==> src/rtl/bincnt_seq.sv <==
// Sequential population counter: counts ones (or zeros) of an operand CHUNK bits
// per clock and presents the count in binary and in MSB-packed thermometer form.
module bincnt_seq #(
    parameter int WIDTH = 8,
    parameter int CHUNK = 2,
    localparam int CW  = $clog2(WIDTH + 1),
    localparam int NCH = WIDTH / CHUNK
) (
    input  logic             clk,
    input  logic             rst_n,
    input  logic             in_valid,
    output logic             in_ready,
    input  logic [WIDTH-1:0] in_data,
    input  logic             in_zeros,
    output logic             out_valid,
    input  logic             out_ready,
    output logic [CW-1:0]    out_count,
    output logic [WIDTH-1:0] out_therm,
    output logic [1:0]       o_dbg_state
);

    // Handshake: a transfer happens on a rising edge where valid and ready are both 1;
    // valid never depends on ready, and the payload is held unchanged while valid=1 and ready=0.

    localparam logic [1:0] S_IDLE = 2'd0;
    localparam logic [1:0] S_BUSY = 2'd1;
    localparam logic [1:0] S_DONE = 2'd2;

    localparam int NW = (NCH > 1) ? $clog2(NCH) : 1;

    logic [1:0]       r_state;
    logic [WIDTH-1:0] r_shift;
    logic [CW-1:0]    r_acc;
    logic [NW-1:0]    r_cnt;
    logic [CW-1:0]    r_count;
    logic [WIDTH-1:0] r_therm;

    logic [CW-1:0]    w_chunk_pop;
    logic [CW-1:0]    w_acc_next;
    logic [WIDTH-1:0] w_therm_next;
    logic             w_last_chunk;

    always_comb begin
        w_chunk_pop = '0;
        for (int i = 0; i < CHUNK; i++) begin
            w_chunk_pop = w_chunk_pop + CW'(r_shift[i]);
        end
    end

    assign w_acc_next   = r_acc + w_chunk_pop;
    assign w_last_chunk = (r_cnt == NW'(NCH - 1));

    // Thermometer bit WIDTH-1-j is set when the count exceeds j.
    always_comb begin
        w_therm_next = '0;
        for (int j = 0; j < WIDTH; j++) begin
            w_therm_next[WIDTH-1-j] = (w_acc_next > CW'(j));
        end
    end

    always_ff @(posedge clk or negedge rst_n) begin
        if (!rst_n) begin
            r_state <= S_IDLE;
            r_shift <= '0;
            r_acc   <= '0;
            r_cnt   <= '0;
            r_count <= '0;
            r_therm <= '0;
        end else begin
            case (r_state)
                S_IDLE: begin
                    if (in_valid) begin
                        r_shift <= in_zeros ? ~in_data : in_data;
                        r_acc   <= '0;
                        r_cnt   <= '0;
                        r_state <= S_BUSY;
                    end
                end
                S_BUSY: begin
                    r_shift <= r_shift >> CHUNK;
                    r_acc   <= w_acc_next;
                    r_cnt   <= r_cnt + NW'(1);
                    if (w_last_chunk) begin
                        r_count <= w_acc_next;
                        r_therm <= w_therm_next;
                        r_state <= S_DONE;
                    end
                end
                S_DONE: begin
                    // Result outputs return to zero as soon as they are consumed.
                    if (out_ready) begin
                        r_count <= '0;
                        r_therm <= '0;
                        r_state <= S_IDLE;
                    end
                end
                default: r_state <= S_IDLE;
            endcase
        end
    end

    assign in_ready    = (r_state == S_IDLE);
    assign out_valid   = (r_state == S_DONE);
    assign out_count   = r_count;
    assign out_therm   = r_therm;
    assign o_dbg_state = r_state;

endmodule

==> config.mk <==
export PLATFORM = sky130hd
export DESIGN_NAME = bincnt_seq
export DESIGN_NICKNAME = d
export VERILOG_FILES = /design/src/rtl/bincnt_seq.sv
export SDC_FILE = /design/constraint.sdc
export NUM_CORES = 1
export LEC_CHECK = 0
export ABC_AREA = 1
export CORE_ASPECT_RATIO = 0.9
export CORE_MARGIN = 2
export CORE_UTILIZATION = 55
export CTS_BUF_LIST = sky130_fd_sc_hd__clkbuf_2
export DETAILED_ROUTE_END_ITERATION = 6
export PLACE_DENSITY_LB_ADDON = 0.2
export RECOVER_POWER = 25
export SYNTH_ARGS = -nofsm -noshare
export SYNTH_HDL_FRONTEND = slang
export SYNTH_SLANG_ARGS = --single-unit
export TNS_END_PERCENT = 1
==> constraint.sdc <==
create_clock -name clk -period 3.25 [get_ports clk]
set_clock_uncertainty 0.05 [all_clocks]
set_input_delay 0.325 -clock clk [delete_from_list [all_inputs] [get_ports clk]]
set_output_delay 0.325 -clock clk [all_outputs]
set_load 0.01 [all_outputs]
After elaboration in Yosys (flattened, before gate mapping)
Cells that the tools add are included.
{"block": "totals", "word_cells": 47, "ram_bits": 0, "output_inout_bits": 16, "latchBits": 0, "memories": 0, "register_bits": 28, "mem_bits_ro": 0}
{"block": "op_classes", "div_mod_pow": 0, "bitwise": 1, "n_lt_le_gt_ge": 8, "n_reduce_logical": 6, "shift": 0, "multipliers": 0, "n_addsub": 3, "eq_ne": 6, "muxes": 17}
{"operator": "8-bit two-way mux", "count": 4}
{"operator": "8-bit one-hot mux with 2 select lines", "count": 2}
{"operator": "4-bit by 3-bit > comparator with 1-bit output (second input constant)", "count": 4}
{"operator": "4-bit one-hot mux with 2 select lines", "count": 2}
{"operator": "4-bit two-way mux", "count": 3}
{"operator": "4-bit by 1-bit > comparator with 1-bit output (second input constant)", "count": 2}
{"operator": "4-bit by 2-bit > comparator with 1-bit output (second input constant)", "count": 2}
{"operator": "2-bit two-way mux", "count": 4}
{"operator": "8-bit inverter", "count": 1}
{"operator": "2-bit one-hot mux with 3 select lines", "count": 1}
{"operator": "3-bit AND reduction", "count": 2}
{"operator": "4-bit by 2-bit adder with 4-bit output", "count": 1}
{"operator": "2-bit equality test (second input constant)", "count": 2}
{"operator": "2-bit != test (second input constant)", "count": 2}
{"operator": "2-bit one-hot mux with 2 select lines", "count": 1}
{"operator": "2-bit nonzero test", "count": 2}
{"operator": "1-bit by 1-bit adder with 2-bit output", "count": 1}
{"operator": "2-bit by 1-bit adder with 2-bit output (second input constant)", "count": 1}
{"operator": "2-bit by 1-bit equality test with 1-bit output (second input constant)", "count": 1}
{"operator": "2-bit logical NOT", "count": 1}
{"operator": "2-bit by 1-bit != test with 1-bit output (second input constant)", "count": 1}
{"operator": "2-bit AND reduction", "count": 1}

Longest topological paths before layout
Gate-level depths: netlist (run 1).
{"block": "depth", "ltp_word": 5, "depth_mapped": 9, "depth_no_buf": 9}

Least setup slack after synthesis (run 1)
No wires, ideal clock.
{"block": "synth_timing", "path_kind": "register to register", "start": "reg r_shift[0]", "end": "reg r_therm[7] (netlist: out_therm[7])", "synth_period_minus_slack_ps": 1703, "t_arrival_ps": 1526, "n_path_buf": 0, "path_stages_with_launch": 7, "slack_ps": 1547, "setup_time_ps": 126, "path_cell_list": "dfrtp_1 > fa_1 > ha_1 > inv_1 > nand2_1 > o21ai_0 > nand3_1"}
{"block": "synth_via", "elab_chain_len": 5}
{"element": "from (decl)", "line_no": "32", "rtl": "logic [WIDTH-1:0] r_shift;"}
{"element": "from (signal assigned)", "line_no": "73", "rtl": "r_shift <= in_zeros ? ~in_data : in_data;"}
{"element": "from (signal assigned)", "line_no": "80", "rtl": "r_shift <= r_shift >> CHUNK;"}
{"element": "1-bit by 1-bit adder with 2-bit output", "line_no": "46", "rtl": "w_chunk_pop = w_chunk_pop + CW'(r_shift[i]);"}
{"element": "4-bit by 2-bit adder with 4-bit output", "line_no": "50", "rtl": "assign w_acc_next = r_acc + w_chunk_pop;"}
{"element": "4-bit by 1-bit > comparator with 1-bit output", "line_no": "57", "rtl": "w_therm_next[WIDTH-1-j] = (w_acc_next > CW'(j));"}
{"element": "8-bit two-way mux", "line_no": "83", "rtl": "if (w_last_chunk) begin"}
{"element": "8-bit one-hot mux with 2 select lines", "line_no": "70", "rtl": "case (r_state)"}
{"element": "to (signal assigned)", "line_no": "85", "rtl": "r_therm <= w_therm_next;"}
{"element": "to (decl)", "line_no": "36", "rtl": "logic [WIDTH-1:0] r_therm;"}
Every way passes these cells. The select of a mux whose other input is x is not followed.
A chain may end at the register's enable or synchronous reset.

Worst setup path in the final report (run 1)
{"block": "layout_timing", "start": "reg r_state[1] (netlist: o_dbg_state[1])", "end": "out out_valid"}
{"block": "layout_via", "elab_chain_len": 1}
{"element": "from (decl)", "line_no": "31", "rtl": "logic [1:0] r_state;"}
{"element": "from (signal assigned)", "line_no": "63", "rtl": "r_state <= S_IDLE;"}
{"element": "from (signal assigned)", "line_no": "76", "rtl": "r_state <= S_BUSY;"}
{"element": "from (signal assigned)", "line_no": "86", "rtl": "r_state <= S_DONE;"}
{"element": "2-bit equality test", "line_no": "103", "rtl": "assign out_valid = (r_state == S_DONE);"}
{"element": "to (decl)", "line_no": "15", "rtl": "output logic out_valid,"}
Every way passes these cells.

==> results of run 1 <==
==> layout make-up <==
cell class,count,share of cell area [%]
clock inverters,1,0.227
multi-input cells,105,33.3
inverters,17,3.86
repair buffers,29,17.2
clock buffers,3,0.909
well taps,27,2.05
flip-flops and latches,28,42.4
==> state kept, by name, indices dropped and copies added, names as in the netlist <==
register and cells:
out_count 4, r_acc 4, r_shift 8, r_cnt 2
o_dbg_state 2, out_therm 8
==> power by group <==
part	total, mW	internal (mW)	leakage [nW]	switching, mW
clock	0.127	0.0267	0.0140	0.100
sequential	0.603	0.497	0.360	0.106
combinational	0.822	0.352	0.427	0.470
total	1.55	0.876	0.801	0.677
==> per-layer routing <==
layer | vias to the layer above | part of all wire (%) | GRT usage, %
li1 | 545 | - | -
met1 | 532 | 44 | 27.9
met2 | 38 | 49 | 38.1
met3 | 7 | 5.5 | 5.15
met4 | 0 | 1.3 | 4.88
met5 | - | 0 | 0
==> metrics by stage <==
stage	worst slack (ps)	std cells
after floorplan	1550	151
after global placement	1500	206
after detailed placement	1410	206
after CTS	1160	210
after global routing	1030	210
final	1170	210
==> cell usage after synthesis <==
cell type,n
a21oi_1,1
clkbuf_2,1
dfrtp_1,28
fa_1,1
ha_1,2
inv_1,12
inv_2,5
nand2_1,54
nand2_2,3
nand3_1,8
nand3_2,1
nand4_1,4
nor2_1,6
nor2_2,1
nor2_4,1
o211ai_1,6
o21ai_0,3
o21ai_1,3
o22ai_1,3
xnor2_1,6
xor2_1,2
==> critical path: stages (launching register included) <==
cell	delay, ps
dfrtp_1	510
inv_2	80
nor2_1	180
clkdlybuf4s50_1	580
==> layout by cell type (no fill, tap or decap), types with 2 or more instances in the layout <==
cell type / netlist / final
nand2_1: 54 / 54
dfrtp_1: 28 / 28
clkdlybuf4s50_1: 0 / 27
inv_1: 12 / 12
nand3_1: 8 / 8
nor2_1: 6 / 6
o211ai_1: 6 / 6
xnor2_1: 6 / 6
inv_2: 5 / 5
nand4_1: 4 / 4
nand2_2: 3 / 3
o21ai_1: 3 / 3
o21ai_0: 3 / 3
o22ai_1: 3 / 3
clkbuf_2: 1 / 3
xor2_1: 2 / 2
ha_1: 2 / 2
==> worst paths after layout <==
kind,start,end,slack [ps],depth (start not counted)
worst min register to register,r_cnt[0],r_cnt[0],460,1
worst max register to register,r_shift[0],out_therm[3],1380,9
worst min-delay path,r_cnt[0],r_cnt[0],460,1
min in group asynchronous,rst_n,r_shift[3],740,2
max in group asynchronous,rst_n,out_therm[5],1580,2
worst max-delay path,o_dbg_state[1],out_valid,1170,3
==> cells by family (layout without fill, tap and decap cells) <==
family                   after synthesis  after routing  share of synthesized area, %
XOR/XNOR                               8              8                          5.31
AO/OA/AOI/OAI                         16             16                          7.49
AND/OR/NAND/NOR                       78             78                          25.5
buffers and inverters                 18             50                          5.21
adder cells (fa/ha/maj)                3              3                          3.41
flip-flops                            28             28                          53.1
==> results by group, run 1 <==
Run status
  – Status: finished, final reports clean

Finish
  – Synth-to-layout area growth: 25.1%
  – Nets: 200
  – Layout cell share with drive strength beyond 1: 7.65%
  – Filler cell count: 173
  – Final instance area: 1650 sq um
  – Area of the multi-input gates: 551 sq um
  – FF+latch area: 701 sq um
  – Core Util, Final: 74.3%
  – Ant diodes: 0

Global routing
  – Vias in the first global route: 1108
  – Initial antenna violation count: 0
  – Largest net degree at the start of global routing: 29
  – GR Util All Layers: 21.8%
  – Global-route wire length before repair: 4770 microns
  – Grt ovf: 0

Route
  – Drt wl/cell: 13.1 microns
  – Post-DR vias/cell: 5.34
  – DRT antenna net count: 0
  – # DRC: 0
  – Iteration-0 DRC Markers: 29
  – Drt first pass iters: 4
  – Vias: 1122
  – Routed wire length: 2740 microns

Power
  – Max rail drop VDD: 677 uV
  – Leakage Power: 0.801 nW
  – PwrDens: 940 nW/um^2
  – Tot Pwr: 1.55 mW

Clock tree
  – Resized Gates After CTS: 0
  – Cts bufs inserted: 3
  – Post CTS Setup Buffer Count: 0
  – Hold-fix buffers at CTS: 0
  – Clk_lat worst skew: 370 ps
  – Reg clk slew, reported paths: 240 ps
  – Max H-tree Level: 1
  – TritonCTS clock tree: yes
  – Clk root buf: clkbuf_2
  – Sink Count: 28
  – CTS max path bufs: 2

Floorplan
  – Vert. Die Dim: 50.5 microns
  – Core outline area: 2220 sq um
  – Die Width: 55.6 microns
  – Initial core utilization: 59.4%
  – IO Count: 29
  – Total Die Area: 2810 sq um
  – Row cnt: 16

Timing
  – Fin crit share: 64.0%
  – RSZ-0062 raised after global routing: no
  – Setup TNS: 0 ps
  – Max Transition Viols Final: 0
  – Normalized max-slew margin: 2.36%
  – Fmax: 481 MHz
  – Fin crit period: 2080 ps
  – Final hold vios: 0
  – Fin Hold WS: 456 ps
  – Worst-Margin Slew: 1460 ps
  – Final Setup Violations: 0

Placed design
  – Placed cell area: 1640 sq um
  – Placer Congestion: 0.855
  – Port Buf Inserts: 28
  – Hpwl dp: 2090 microns

Worst hold path
  – Hold WC Path Type: reg -> reg

Setup path
  – CP Class: reg -> out
  – CP arrival: 1710 ps
  – Critical Path Start Type: register
  – Max FO, Critical Path: 4
  – Req. time, crit path: 2870 ps
  – Critical Path End Type: primary output

Yosys
  – Synth Register Bits: 28
  – Synth top area share: 53.1%
  – Yosys warns: 0
  – Leading area contributor after synthesis: dfrtp_1
  – Seq/Total Area, Yosys: 53.1%
  – Distinct cells, synth: 21
  – Synth top area cells: dfrtp_1 53%, nand2_1 15%, xnor2_1 4.0%
  – Syn_nets: 167
  – Post-synthesis cell area: 1320 sq um
  – Syn Inst Count: 151
  – Average size of a mapped cell: 8.74 sq um

Run
  – Max Cap Viol: 0
Power figures use the tool's default switching activity.
==> run 2: changes to the inputs <==
--- a/config.mk
+++ b/config.mk
@@ -8,7 +8,7 @@
 export ABC_AREA = 1
 export CORE_ASPECT_RATIO = 0.9
 export CORE_MARGIN = 2
-export CORE_UTILIZATION = 55
+export CORE_UTILIZATION = 47
 export CTS_BUF_LIST = sky130_fd_sc_hd__clkbuf_2
 export DETAILED_ROUTE_END_ITERATION = 6
 export PLACE_DENSITY_LB_ADDON = 0.2
==> constraint.sdc (replaced) <==
create_clock -name clk -period 1.74 [get_ports clk]
set_clock_uncertainty 0.05 [all_clocks]
set_input_delay 0.174 -clock clk [delete_from_list [all_inputs] [get_ports clk]]
set_output_delay 0.174 -clock clk [all_outputs]
set_load 0.01 [all_outputs]
==> results by group, run 2 (same netlist as run 1, synthesis figures left out) <==
Run status
  – Status: finished, final reports clean

Floorplan
  – Die Width: 59.9 microns (+7.6%)
  – IO Count: 29 (unchanged)
  – Initial core utilization: 48.8% (-11 points)
  – Total Die Area: 3250 sq um (+16%)
  – Row cnt: 18 (+2)
  – Vert. Die Dim: 54.3 microns (+7.5%)
  – Core outline area: 2700 sq um (+22%)

Timing
  – Worst-Margin Slew: 695 ps (-770 ps)
  – Setup TNS: 0 ps (unchanged)
  – Max Transition Viols Final: 0 (unchanged)
  – Fmax: 610 MHz
  – Final Setup Violations: 0 (unchanged)
  – Final hold vios: 0 (unchanged)
  – Fin crit share: 94.2%
  – Normalized max-slew margin: 53.7% (+51 points)
  – Fin Hold WS: 275 ps (-182 ps)
  – Fin crit period: 1640 ps

Setup path
  – Req. time, crit path: 1990 ps (-880 ps)
  – FF-to-FF Start: r_shift[0]
  – Worst setup endpoint: out_therm[7]
  – Critical path origin: r_shift[0]
  – Max FO, Critical Path: 3 (-1)
  – Critical Path End Type: register
  – Critical Path Start Type: register
  – Reg2Reg Depth: 6 (-3)
  – R2R Setup Slk: 100 ps (-1280 ps)
  – FF-to-FF End: out_therm[7]
  – CP arrival: 1890 ps (+180 ps)
  – CP Class: reg -> reg

Power
  – Leakage Power: 0.846 nW (+5.6%)
  – PwrDens: 1810 nW/um^2 (+92%)
  – Max rail drop VDD: 740 uV (+9.4%)

Clock tree
  – Cts bufs inserted: 3 (unchanged)
  – Hold-fix buffers at CTS: 0 (unchanged)
  – CTS max path bufs: 2 (unchanged)
  – TritonCTS clock tree: yes
  – Clk root buf: clkbuf_2
  – Clk_lat worst skew: 370 ps (about the same)
  – Reg clk slew, reported paths: 270 ps (+30 ps)
  – Max H-tree Level: 1 (unchanged)
  – Sink Count: 28 (unchanged)

Finish
  – Ant diodes: 0 (unchanged)
  – Layout cell share with drive strength beyond 1: 15.0% (+7.3 points)
  – Commonest cells after routing, fill and taps aside: 51 x nand2_1, 26 x dfrtp_1, 24 x clkdlybuf4s50_1, 12 x inv_1, 7 x nand3_1
  – Synth-to-layout area growth: 32.6%
  – Nets: 204 (+2.0%)
  – Most common cell after layout, fill and taps aside: nand2_1
  – Filler cell count: 258 (+49%)

Global routing
  – Vias in the first global route: 1099 (-0.81%)
  – Global-route wire length before repair: 4730 microns (-1.0%)
  – Largest net degree at the start of global routing: 29 (unchanged)
  – Initial antenna violation count: 0 (unchanged)
  – Grt ovf: 0 (unchanged)
  – GR Util All Layers: 19.5% (-2.4 points)

Route
  – # DRC: 0 (unchanged)
  – Drt first pass iters: 4 (unchanged)
  – Post-DR vias/cell: 5.25 (-1.8%)
  – Drt wl/cell: 13.0 microns (-0.79%)
  – Vias: 1139 (+1.5%)
  – Iteration-0 DRC Markers: 56 (+93%)
  – Routed wire length: 2810 microns (+2.5%)
  – DRT antenna net count: 0 (unchanged)

Placed design
  – Hpwl dp: 2060 microns (-1.2%)
  – Port Buf Inserts: 28 (unchanged)
  – Placer Congestion: 0.857 (+0.23%)

Worst hold path
  – Hold WC Path Type: in -> async

Run
  – Max Cap Viol: 0 (unchanged)
-- run 2: changes by cell type in the layout (fill, tap and decap cells not counted), moves of 2 or more --
cell,previous run,this run
buf_4,0,4
clkdlybuf4s50_1,27,24
nand2_1,54,51
nand2_2,3,6
dfrtp_1,28,26
dfrtp_2,0,2
dlygate4sd2_1,0,2
-- run 2: what timing repair did --
| item | in CTS | in global routing |
|---|---|---|
| setup buffers | 2 | 1 |
| setup endpoints to repair | 6 | 8 |
| gates resized for setup | 7 | 5 |
| cloned | 0 | 0 |
-- run 2: final cells by class --
class	instances	area, sq um	share of cell area (%)
clock buffers	3	15.0	0.858
inverters	17	63.8	3.65
flip-flops and latches	28	703	40.2
repair buffers	33	315	18.0
well taps	30	37.5	2.14
clock inverters	1	30.0	1.72
multi-input cells	105	586	33.5
-- run 2: worst max-delay path, stage by stage, from the launching register on --
cell and delay, ps:
dfrtp_1 460, fa_2 420, ha_4 230, inv_1 90, nand2_1 70, o21ai_0 170
nand3_1 90
-- run 2: routing by layer --
layer	share of wire [%]	GRT usage [%]
met5	0	0
met4	1.4	7.78
met3	3.8	2.13
met2	50	33.7
met1	45	25.2
-- run 2: metrics by stage --
stage	area [sq um]	setup WS (ps)	cells	power, mW	utilization (%)
after detailed placement	1650	-43.9	210	2.69	61.0
final	1750	102	217	3.16	64.8
after floorplan	1320	37.4	151	2.05	-
after global placement	1650	27.5	210	2.63	61.0
after CTS	1730	2.95	216	3.14	63.9
after global routing	1750	-3.80	217	3.43	64.8
-- run 2: worst min path at each step --
stage,depth (start not counted),slack (ps),to
after floorplan,0,-170,o_dbg_state[0]
after global placement,2,410,out_therm[0]
after detailed placement,2,410,out_count[1]
after CTS,2,90,r_acc[3]
after global routing,2,300,o_dbg_state[1]
final,2,270,r_acc[3]
-- run 2: report_power, final --
part           switching, mW  internal, mW
Sequential             0.177         0.932
Clock                  0.196         0.198
Combinational          0.930         0.729
Total                   1.30          1.86
==> run 3: changes to the inputs <==
--- a/config.mk
+++ b/config.mk
@@ -9,10 +9,11 @@
 export CORE_ASPECT_RATIO = 0.9
 export CORE_MARGIN = 2
 export CORE_UTILIZATION = 47
-export CTS_BUF_LIST = sky130_fd_sc_hd__clkbuf_2
+export CTS_BUF_LIST = sky130_fd_sc_hd__clkbuf_4 sky130_fd_sc_hd__clkbuf_8
 export DETAILED_ROUTE_END_ITERATION = 6
 export PLACE_DENSITY_LB_ADDON = 0.2
 export RECOVER_POWER = 25
+export SKIP_LAST_GASP = 1
 export SYNTH_ARGS = -nofsm -noshare
 export SYNTH_HDL_FRONTEND = slang
 export SYNTH_SLANG_ARGS = --single-unit
==> results by group, run 3 (same netlist as run 1, synthesis figures left out) <==
Setup path
  – Critical Path, Cell by Cell: fa_2, ha_1, inv_1, nand2_1, o21ai_1, nand3_1
  – CP Class: reg -> reg
  – Critical Path End Type: register
  – Slowest stage delay, CP: 430 ps (-30 ps)
  – Critical Path Start Type: register
  – FF-to-FF Start: r_shift[0]
  – Max FO, Critical Path: 3 (unchanged)
  – Critical-path cell with the highest stage delay: dfrtp_1
  – CP arrival: 1860 ps (-30 ps)
  – Reg2Reg Depth: 6 (unchanged)
  – R2R Setup Slk: 60 ps (-40 ps)
  – Req. time, crit path: 1920 ps (-70 ps)
  – FF-to-FF End: out_therm[7]

Power
  – PwrDens: 1820 nW/um^2 (+0.53%)
  – Max rail drop VDD: 790 uV (+6.8%)
  – Clock Power Share: 13.4% (+1.0 points)
  – Sw frac: 40.3% (-0.96 points)
  – Tot Pwr: 3.17 mW (+0.17%)
  – Int Power: 1.89 mW (+1.8%)
  – Logic pwr share: 51.6% (-0.9 points)
  – Psw: 1.28 mW (-2.2%)
  – Leakage Power: 0.859 nW (+1.5%)
  – Sequential group share of total power: 35.0% (about the same)

Placed design
  – Port Buf Inserts: 28 (unchanged)
  – Hpwl dp: 2060 microns (unchanged)
  – Placed cell count: 210 (unchanged)
  – Placer Congestion: 0.857 (unchanged)

Route
  – Drt wl/cell: 12.4 microns (-4.4%)
  – Post-DR vias/cell: 5.22 (-0.63%)
  – Iteration-0 DRC Markers: 58 (+3.6%)
  – DRT antenna net count: 0 (unchanged)
  – Routed wire length: 2700 microns (-4.0%)
  – Vias: 1137 (-0.18%)
  – Drt first pass iters: 4 (unchanged)
  – # DRC: 0 (unchanged)

Clock tree
  – Clk_lat worst skew: 330 ps (-40 ps)
  – Max H-tree Level: 1 (unchanged)
  – Clk root buf: clkbuf_4
  – TritonCTS clock tree: yes
  – Cts bufs inserted: 3 (unchanged)
  – Sink Count: 28 (unchanged)
  – Reg clk slew, reported paths: 150 ps (-120 ps)
  – Hold-fix buffers at CTS: 0 (unchanged)
  – CTS max path bufs: 2 (unchanged)

Floorplan
  – Core outline area: 2700 sq um (unchanged)
  – Row cnt: 18 (unchanged)
  – IO Count: 29 (unchanged)
  – Die Width: 59.9 microns (unchanged)
  – Initial core utilization: 48.8% (unchanged)
  – Total Die Area: 3250 sq um (unchanged)
  – Vert. Die Dim: 54.3 microns (unchanged)

Run status
  – Status: finished, final reports clean

Finish
  – Nets: 205 (+0.49%)
  – Layout cell share with drive strength beyond 1: 14.4% (-0.61 points)
  – Non-Filler Instances: 218 (+0.46%)
  – Commonest cells after routing, fill and taps aside: 53 x nand2_1, 26 x dfrtp_1, 25 x clkdlybuf4s50_1, 12 x inv_1, 7 x nand3_1
  – Ant diodes: 0 (unchanged)
  – Most common cell after layout, fill and taps aside: nand2_1
  – Synth-to-layout area growth: 32.1%

Timing
  – Fin crit share: 96.7% (+2.5 points)
  – Fin crit period: 1680 ps (+44.0 ps)
  – Final hold vios: 0 (unchanged)
  – Worst-Margin Slew: 695 ps (-0.326 ps)
  – Final Setup Violations: 0 (unchanged)
  – Normalized max-slew margin: 53.7% (about the same)
  – Fmax: 594 MHz (-2.6%)
  – Max Transition Viols Final: 0 (unchanged)
  – RSZ-0062 raised after global routing: yes

Global routing
  – GR Util All Layers: 19.1% (-0.36 points)
  – Vias in the first global route: 1068 (-2.8%)
  – Global-route wire length before repair: 4640 microns (-1.9%)
  – Grt ovf: 0 (unchanged)
  – Initial antenna violation count: 0 (unchanged)
  – Largest net degree at the start of global routing: 29 (unchanged)

Worst hold path
  – Hold WC Path Type: in -> async

Run
  – Max Cap Viol: 0 (unchanged)
[run 3: cell count changes in the layout (fill, tap and decap cells not counted), sizes merged]
cell,previous run,this run
dlygate4sd2,2,1
buf,4,5
clkdlybuf4s50,24,25
[run 3: cell type report]
class	count	area, sq um
Clock buffer	3	22.5
Multi-Input combinational cell	105	563
Tap cell	30	37.5
Sequential cell	28	703
Clock inverter	1	30.0
Fill cell	253	958
Timing Repair Buffer	34	324
Inverter	17	63.8
[run 3: what timing repair did]
| action | in CTS | in global routing |
|---|---|---|
| setup buffers | 2 | 2 |
| setup endpoints to repair | 6 | 9 |
| gates resized for setup | 4 | 5 |
[run 3: layer usage]
layer	routed length (microns)	global-route usage (%)
met3	102	2.84
met5	0	0
met1	1220	25.6
met4	19	5.56
met2	1360	32.4
[run 3: worst max path at each step]
stage,start,endpoint,slack [ps]
2_1_floorplan,r_shift[0],out_therm[7],40
3_3_place_gp,r_shift[0],out_therm[7],30
3_5_place_dp,r_shift[0],out_therm[7],-40
4_1_cts,o_dbg_state[1],out_valid,-60
5_1_grt,r_shift[0],out_therm[3],-20
6_report,r_shift[0],out_therm[7],60
[run 3: per-stage QoR]
stage / TNS [ps] / area, sq um / hold WS (ps) / worst slack (ps) / util, %
after global routing: -63.2 / 1740 / 390 / -20.4 / 64.5
final: 0 / 1740 / 348 / 57.6 / 64.5
after global placement: 0 / 1650 / 407 / 27.5 / 61.0
after CTS: -159 / 1720 / 162 / -55.4 / 63.6
after floorplan: 0 / 1320 / -172 / 37.4 / -
after detailed placement: -80.5 / 1650 / 409 / -43.9 / 61.0
[run 3: power groups by stage]
stage,combinational (mW),clock [mW],sequential (mW)
after global placement,1.51,0,1.12
after floorplan,0.888,0,1.17
final,1.63,0.425,1.11
after global routing,1.84,0.459,1.15
after CTS,1.60,0.435,1.11
after detailed placement,1.55,0,1.13
[run 3: critical path, delay by kind of cell (launching register included)]
family                     cells  cell delay (ps)
adders and majority gates      2              720
DFF                            1              430
and+or+nand+nor                2              150
AOI/OAI and AO/OA              1              130
buffers and inverters          1              100
